<file path="src/rtl/ifu_prefetch.sv">
// ifu_prefetch: instruction fetch unit for the npc core. It issues one read at a time and buffers {pc, inst} pairs for decode.
// Define IFU_BYPASS_EN to forward a response straight to decode when the queue is empty.
module ifu_prefetch #(
    parameter int              XLEN     = 64,
    parameter logic [XLEN-1:0] RESET_PC = 64'h0000_0000_8000_0000,
    parameter int              DEPTH    = 4
) (
    input  logic            clk,
    input  logic            rst,
    output logic            mem_req_valid,
    input  logic            mem_req_ready,
    output logic [XLEN-1:0] mem_req_addr,
    input  logic            mem_resp_valid,
    input  logic [63:0]     mem_resp_data,
    output logic            inst_valid,
    input  logic            inst_ready,
    output logic [XLEN-1:0] inst_pc,
    output logic [31:0]     inst,
    input  logic            redirect_valid,
    input  logic [XLEN-1:0] redirect_pc,
    input  logic            halt
);

    localparam int AW = $clog2(DEPTH);
    localparam int CW = AW + 1;

    typedef enum logic [1:0] {
        S_IDLE,
        S_REQ,
        S_WAIT,
        S_DISCARD
    } state_t;

    state_t          r_state;
    logic [XLEN-1:0] r_fetch_pc;
    logic [XLEN-1:0] r_q_pc   [DEPTH];
    logic [31:0]     r_q_inst [DEPTH];
    logic [AW-1:0]   r_wr_ptr;
    logic [AW-1:0]   r_rd_ptr;
    logic [CW-1:0]   r_count;

    logic [XLEN-1:0] w_redirect_pc;
    logic [31:0]     w_resp_word;
    logic            w_resp_live;
    logic            w_q_valid;
    logic            w_bypass;
    logic            w_push;
    logic            w_pop;
    logic [CW-1:0]   w_count_next;
    logic            w_issue_after;
    logic            w_unused_redirect_lsb;

    assign w_redirect_pc         = {redirect_pc[XLEN-1:2], 2'b00};
    assign w_unused_redirect_lsb = ^redirect_pc[1:0];
    assign w_resp_word           = r_fetch_pc[2] ? mem_resp_data[63:32] : mem_resp_data[31:0];

    // A response in WAIT is only useful if no redirect arrives in the same cycle.
    assign w_resp_live = (r_state == S_WAIT) && mem_resp_valid && !redirect_valid;
    assign w_q_valid   = (r_count != '0);

`ifdef IFU_BYPASS_EN
    assign w_bypass = w_resp_live && !w_q_valid;
`else
    assign w_bypass = 1'b0;
`endif

    assign inst_valid = w_q_valid || w_bypass;
    assign inst_pc    = w_bypass ? r_fetch_pc  : r_q_pc[r_rd_ptr];
    assign inst       = w_bypass ? w_resp_word : r_q_inst[r_rd_ptr];

    assign w_pop  = w_q_valid && inst_ready;
    assign w_push = w_resp_live && !(w_bypass && inst_ready);

    assign mem_req_valid = (r_state == S_REQ);
    assign mem_req_addr  = {r_fetch_pc[XLEN-1:3], 3'b000};

    always_comb begin
        w_count_next = r_count;
        if (redirect_valid) begin
            w_count_next = '0;
        end else if (w_push && !w_pop) begin
            w_count_next = r_count + CW'(1);
        end else if (!w_push && w_pop) begin
            w_count_next = r_count - CW'(1);
        end
    end

    // The reserved slot for the next response is judged on the post-update occupancy.
    assign w_issue_after = !halt && (w_count_next < CW'(DEPTH));

    always_ff @(posedge clk) begin
        if (rst) begin
            r_state    <= S_IDLE;
            r_fetch_pc <= RESET_PC;
            r_wr_ptr   <= '0;
            r_rd_ptr   <= '0;
            r_count    <= '0;
            for (int i = 0; i < DEPTH; i++) begin
                r_q_pc[i]   <= '0;
                r_q_inst[i] <= '0;
            end
        end else begin
            r_count <= w_count_next;

            if (redirect_valid) begin
                r_wr_ptr <= '0;
                r_rd_ptr <= '0;
            end else begin
                if (w_push) begin
                    r_q_pc[r_wr_ptr]   <= r_fetch_pc;
                    r_q_inst[r_wr_ptr] <= w_resp_word;
                    r_wr_ptr           <= r_wr_ptr + AW'(1);
                end
                if (w_pop) begin
                    r_rd_ptr <= r_rd_ptr + AW'(1);
                end
            end

            if (redirect_valid) begin
                r_fetch_pc <= w_redirect_pc;
            end else if (w_resp_live) begin
                r_fetch_pc <= r_fetch_pc + XLEN'(4);
            end

            // A redirect while a request is in flight makes its response stale.
            case (r_state)
                S_IDLE: begin
                    if (!halt && (r_count < CW'(DEPTH))) begin
                        r_state <= S_REQ;
                    end
                end
                S_REQ: begin
                    if (mem_req_ready) begin
                        r_state <= redirect_valid ? S_DISCARD : S_WAIT;
                    end
                end
                S_WAIT, S_DISCARD: begin
                    if (mem_resp_valid) begin
                        r_state <= w_issue_after ? S_REQ : S_IDLE;
                    end else if (redirect_valid) begin
                        r_state <= S_DISCARD;
                    end
                end
                default: r_state <= S_IDLE;
            endcase
        end
    end

endmodule

</file>
<file path="config.mk">
export PLATFORM = sky130hd
export DESIGN_NAME = ifu_prefetch
export DESIGN_NICKNAME = d
export VERILOG_FILES = /design/src/rtl/ifu_prefetch.sv
export SDC_FILE = /design/constraint.sdc
export NUM_CORES = 1
export LEC_CHECK = 0
export ABC_AREA = 1
export CORE_MARGIN = 8
export CORE_UTILIZATION = 62
export CTS_BUF_LIST = sky130_fd_sc_hd__clkbuf_8
export CTS_CLUSTER_DIAMETER = 150
export DETAILED_ROUTE_END_ITERATION = 12
export HOLD_SLACK_MARGIN = 0.02
export PLACE_DENSITY = 0.95
export SYNTH_ARGS = -nofsm -noshare
export SYNTH_HDL_FRONTEND = slang
export SYNTH_SLANG_ARGS = --single-unit
</file>
<file path="constraint.sdc">
create_clock -name clk -period 26.4 [get_ports clk]
set_input_delay 3.96 -clock clk [delete_from_list [all_inputs] [get_ports clk]]
set_output_delay 3.96 -clock clk [all_outputs]
set_load 0.05 [all_outputs]
</file>
## After elaboration in Yosys (flattened, before gate mapping)

Memory sizes are Yosys's and may differ from the RTL's. A register that Yosys moved wholly into a read port is not among the register bits.
Cells that the tools add are included.

- RAM bits: 384
- Bits in latches: 0
- Memories kept: 2
- Register bits after elaboration: 73
- Memory bits (read-only): 0
- Output and inout bits: 162

- Muxes and demuxes: 29
- $mul: 0
- Order comparisons: 2
- Equality and inequality tests: 6
- Reductions and logical operators: 19
- Bitwise operators: 0
- Shifts and indexed selects: 0
- Div/mod/pow operators: 0
- Add/sub/neg operators: 5

Memories:

| name | depth | width | rd ports | clocked after Yosys merged registers in | write ports | RTL line | source |
|---|---|---|---|---|---|---|---|
| r_q_pc | 4 | 64 | 1 | 1 | 4 | 36 | `logic [XLEN-1:0] r_q_pc [DEPTH];` |
| r_q_inst | 4 | 32 | 1 | 1 | 4 | 37 | `logic [31:0] r_q_inst [DEPTH];` |

Operator list:

| operator | count |
|---|---|
| $mux W64 | 3 |
| $add A64 B3 Y64 const B | 1 |
| $mux W32 | 2 |
| $reduce_or A64 Y1 | 1 |
| $reduce_or A32 Y1 | 1 |
| $mux W2 | 10 |
| $mux W1 | 10 |
| $mux W3 | 3 |
| $logic_and A1 B1 Y1 | 7 |
| $lt A3 B3 Y1 const B | 2 |
| $pmux W2 S3 | 1 |
| $add A2 B1 Y2 const B | 2 |
| $eq A2 B2 Y1 const B | 2 |
| $logic_not A1 Y1 | 4 |
| $reduce_or A2 Y1 | 2 |
| $add A3 B1 Y3 const B | 1 |
| $ne A3 B3 Y1 const B | 1 |
| $reduce_and A3 Y1 | 1 |
| $reduce_bool A3 Y1 | 1 |
| $sub A3 B1 Y3 const B | 1 |
| $eq A2 B1 Y1 const B | 1 |
| $logic_not A2 Y1 | 1 |
| $ne A2 B1 Y1 const B | 1 |
| $ne A2 B2 Y1 const B | 1 |
| $reduce_bool A2 Y1 | 1 |

## Logic depth before layout (Yosys ltp)

- Depth in word-level cells: 13
- Depth in mapped cells: 16
- Gate-level depth less buffers: 15

## Worst setup path after synthesis

OpenSTA, ideal clock, no wires.

- Path type: input port to flip-flop
- From: input mem_resp_valid
- To: memory r_q_inst[3][0] (enable)
- Stages: 7
- Required time: 25,715 ps
- Path buffers: 1
- Setup slack: 14,181 ps
- Arrival: 11,534 ps
- Cell sequence: nand2_1 > nor2_4 > inv_2 > buf_6 > nor2_2 > inv_1 > o31ai_1

RTL lines:

| element | RTL line | source |
|---|---|---|
| from (decl) | 13 | `input logic mem_resp_valid,` |
| to (decl) | 37 |  |

==> metrics.md <==
| Metric | Value |
|---|---|
| Syn Area/Cell | `8.93 sq um` |
| DIE HEIGHT | `205 um` |
| Ant. Diodes | `0` |
| Placement row count | `69` |
| Depth of the CTS H-tree | `3` |
| Synth Warn # | `0` |
| Worst-path clk slew | `60 ps` |
| Final hold violation count | `0` |
| Share of cells above drive strength 1 | `6.19%` |
| Starting density of the core | `62.6%` |
| Max Freq | `0.121 GHz` |
| Placer congestion estimate | `0.961` |
| CTS hold repair buffers | `0` |
| Post-synth top area cell | `edfxtp_1` |
| Cts repair resizes | `0` |
| Synth top area share | `50.9%` |
| Netlist cell types | `41` |
| DRC | `0` |
| Top_reg_cell synth | `edfxtp_1` |
| Worst clock skew | `41.5 ps` |
| Post-CTS Setup Inserts | `0` |
| Chip width | `205 um` |
| Overall routed net length | `72700 um` |
| HP Class | `reg -> reg` |
| Status | `finished clean` |
| Initial DRC count | `2513` |
| Core area | `35400 sq um` |
| Final setup TNS | `0 ps` |
| Most common cell in the netlist | `nor2_1` |
| Setup CP Type | `reg -> out` |
| Post-synth EDFFs | `376` |
| Synth Instances | `2483` |
| Clk_lat worst skew | `610 ps` |
| DP Worst Slack | `18180 ps` |
| Wire length per cell | `22.9 um` |
| Vias/cell | `6.13` |
| Num ports | `297` |
| Total GRT Usage | `33.4%` |
| Tcrit/Tclk final | `31.2%` |
| Synthesis-to-layout area growth | `17.4%` |
| Largest net degree at the start of global routing | `100` |
| Max-slew violations | `0` |
| Drt pass-1 iters | `6` |
| Antenna viol nets, final | `0` |
| Flops & latches, synth | `449` |
| Port bufs | `289` |
| Clock buffer count from CTS | `71` |
| Async set or reset register ratio after synthesis | `0%` |
| Post-Syn Area | `22200 sq um` |
| Worst Path Required | `22440 ps` |
| Root Driver | `clkbuf_8` |
| Vias in the first global route | `18900` |
| Area contributors post-synth | `edfxtp_1 (51%), nor2_1 (11%), dfxtp_1 (6.6%), nand2_1 (5.7%), o21ai_0 (5.3%)` |
| Post-DP HPWL | `48000 um` |
| First-pass GRT wire length | `108000 um` |
| Critical path launch point type | `flip-flop` |
| Leakage | `9.39 nW` |
| Setup ws final | `18160 ps` |
| Max IR drop VDD | `0.0393 mV` |
| Via count | `19400` |
| Max-Cap Viols | `0` |
| Slew @ Worst Pin | `1380 ps` |
| Fin nets | `2804` |
| Worst EP arrival | `4280 ps` |
| Top cells by count, synth | `nor2_1 (653), edfxtp_1 (376), nand2_1 (337)` |
| PD cells | `59.6 nW/um^2` |
| Antenna violations before repair | `0` |
| Period minus WS final | `8240 ps` |
| Clk buf depth | `3` |
| Worst reg2reg path depth | `7` |
| GRT Residual Overflow | `0` |
| Clk sinks | `449` |
| Worst Setup End Kind | `output pin` |
| Part of the Yosys area used for sequential elements | `57.5%` |
| Setup violations, final | `0` |
| CP max FO | `72` |
| CTS tree | `done` |
| RSZ-0062 raised after global routing | `no` |
| Hold path depth | `1` |
| Slew headroom | `7.98%` |
| Die area | `42100 sq um` |
-- metal layers --
metal	vias to the layer above	part of all wire (%)	GRT usage (%)
met4	0	4.7	16.0
met2	1505	46	53.2
li1	8681	-	-
met5	-	0	0
met3	195	12	7.04
met1	9066	37	43.3
-- placed cells by master (no fill, tap or decap), types with 5 or more instances in the layout --
cell type        synthesis  routed
buf_4                   70      22
a31oi_1                 11      11
inv_2                    8       8
nand2_4                  3       6
clkinv_2                 0      11
o21ai_0                235     235
nand4_1                 15      15
a21oi_1                 44      44
inv_1                  163     179
o211ai_1                15      15
ha_1                     6       6
clkdlybuf4s50_1          0     289
conb_1                   1       5
nor2_4                  28      28
nor2_1                 653     653
xor2_1                   6       6
dfxtp_1                 73      70
clkinv_1                 2      16
o22ai_1                 95      95
nand3_1                 78      78
mux2i_1                 24      24
nor3_1                  81      81
nand2_1                337     334
edfxtp_1               376     376
clkbuf_8                 0      72
-- power breakdown --
group / leakage [nW] / switching [mW] / internal (mW)
clock: 0.712 / 0.278 / 0.266
combinational: 4.20 / 0.134 / 0.0584
sequential: 4.48 / 0.0205 / 0.795
total: 9.39 / 0.432 / 1.12
-- kinds of logic (layout without fill, tap and decap cells) --
family	count (synthesis)	count (layout)	share of synthesized area, %
mux	24	24	1.08
xor+xnor	7	7	0.277
flops	449	449	57.5
fa+ha+maj	6	6	0.339
compound gates	410	410	10.2
buf+inv	381	607	7.93
simple gates	1205	1205	22.7
other cells	1	5	0.0169
-- path summary, 6_finish.rpt --
kind,from,end,slack (ps)
worst max-delay path,flip-flop,inst_pc[22],18160
worst min-delay path,r_rd_ptr[0],r_rd_ptr[0],480
worst max register to register,r_state[1],r_q_pc[2][54],22140
worst min register to register,r_rd_ptr[0],r_rd_ptr[0],480
-- registers in the layout, summed over array words and instances (netlist names), named ones only --
signal	flops
r_q_pc	248
r_q_inst	128
r_fetch_pc	62
r_count	3
r_rd_ptr	2
r_state	2
r_wr_ptr	2
-- layout make-up --
cell class	count	area, sq um
Clock buffer	72	991
Tap cell	461	577
Sequential cell	449	12800
Timing Repair Buffer	311	3060
Inverter	173	658
Multi-Input combinational cell	1657	7710
Clock inverter	51	267
Fill cell	2387	9380
-- per-stage QoR --
stage                     hold WS, ps  util, %  cell area (sq um)  power [mW]  instances
after floorplan                   444        -              22200       0.945       2487
after global placement            452     70.0              24800        1.01       3051
after detailed placement          466     70.0              24800        1.02       3051
after CTS                         476     73.5              26000        1.55       3174
after global routing              503     73.5              26000        1.59       3174
final                             477     73.5              26000        1.55       3174
-- worst max-delay path: stages, from the launching register on --
cell,delay (ps)
dfxtp_4,760
buf_4,640
buf_4,690
o21ai_0,210
o22ai_1,390
clkdlybuf4s50_1,910
No activity file was read; power rests on OpenSTA's default activity.
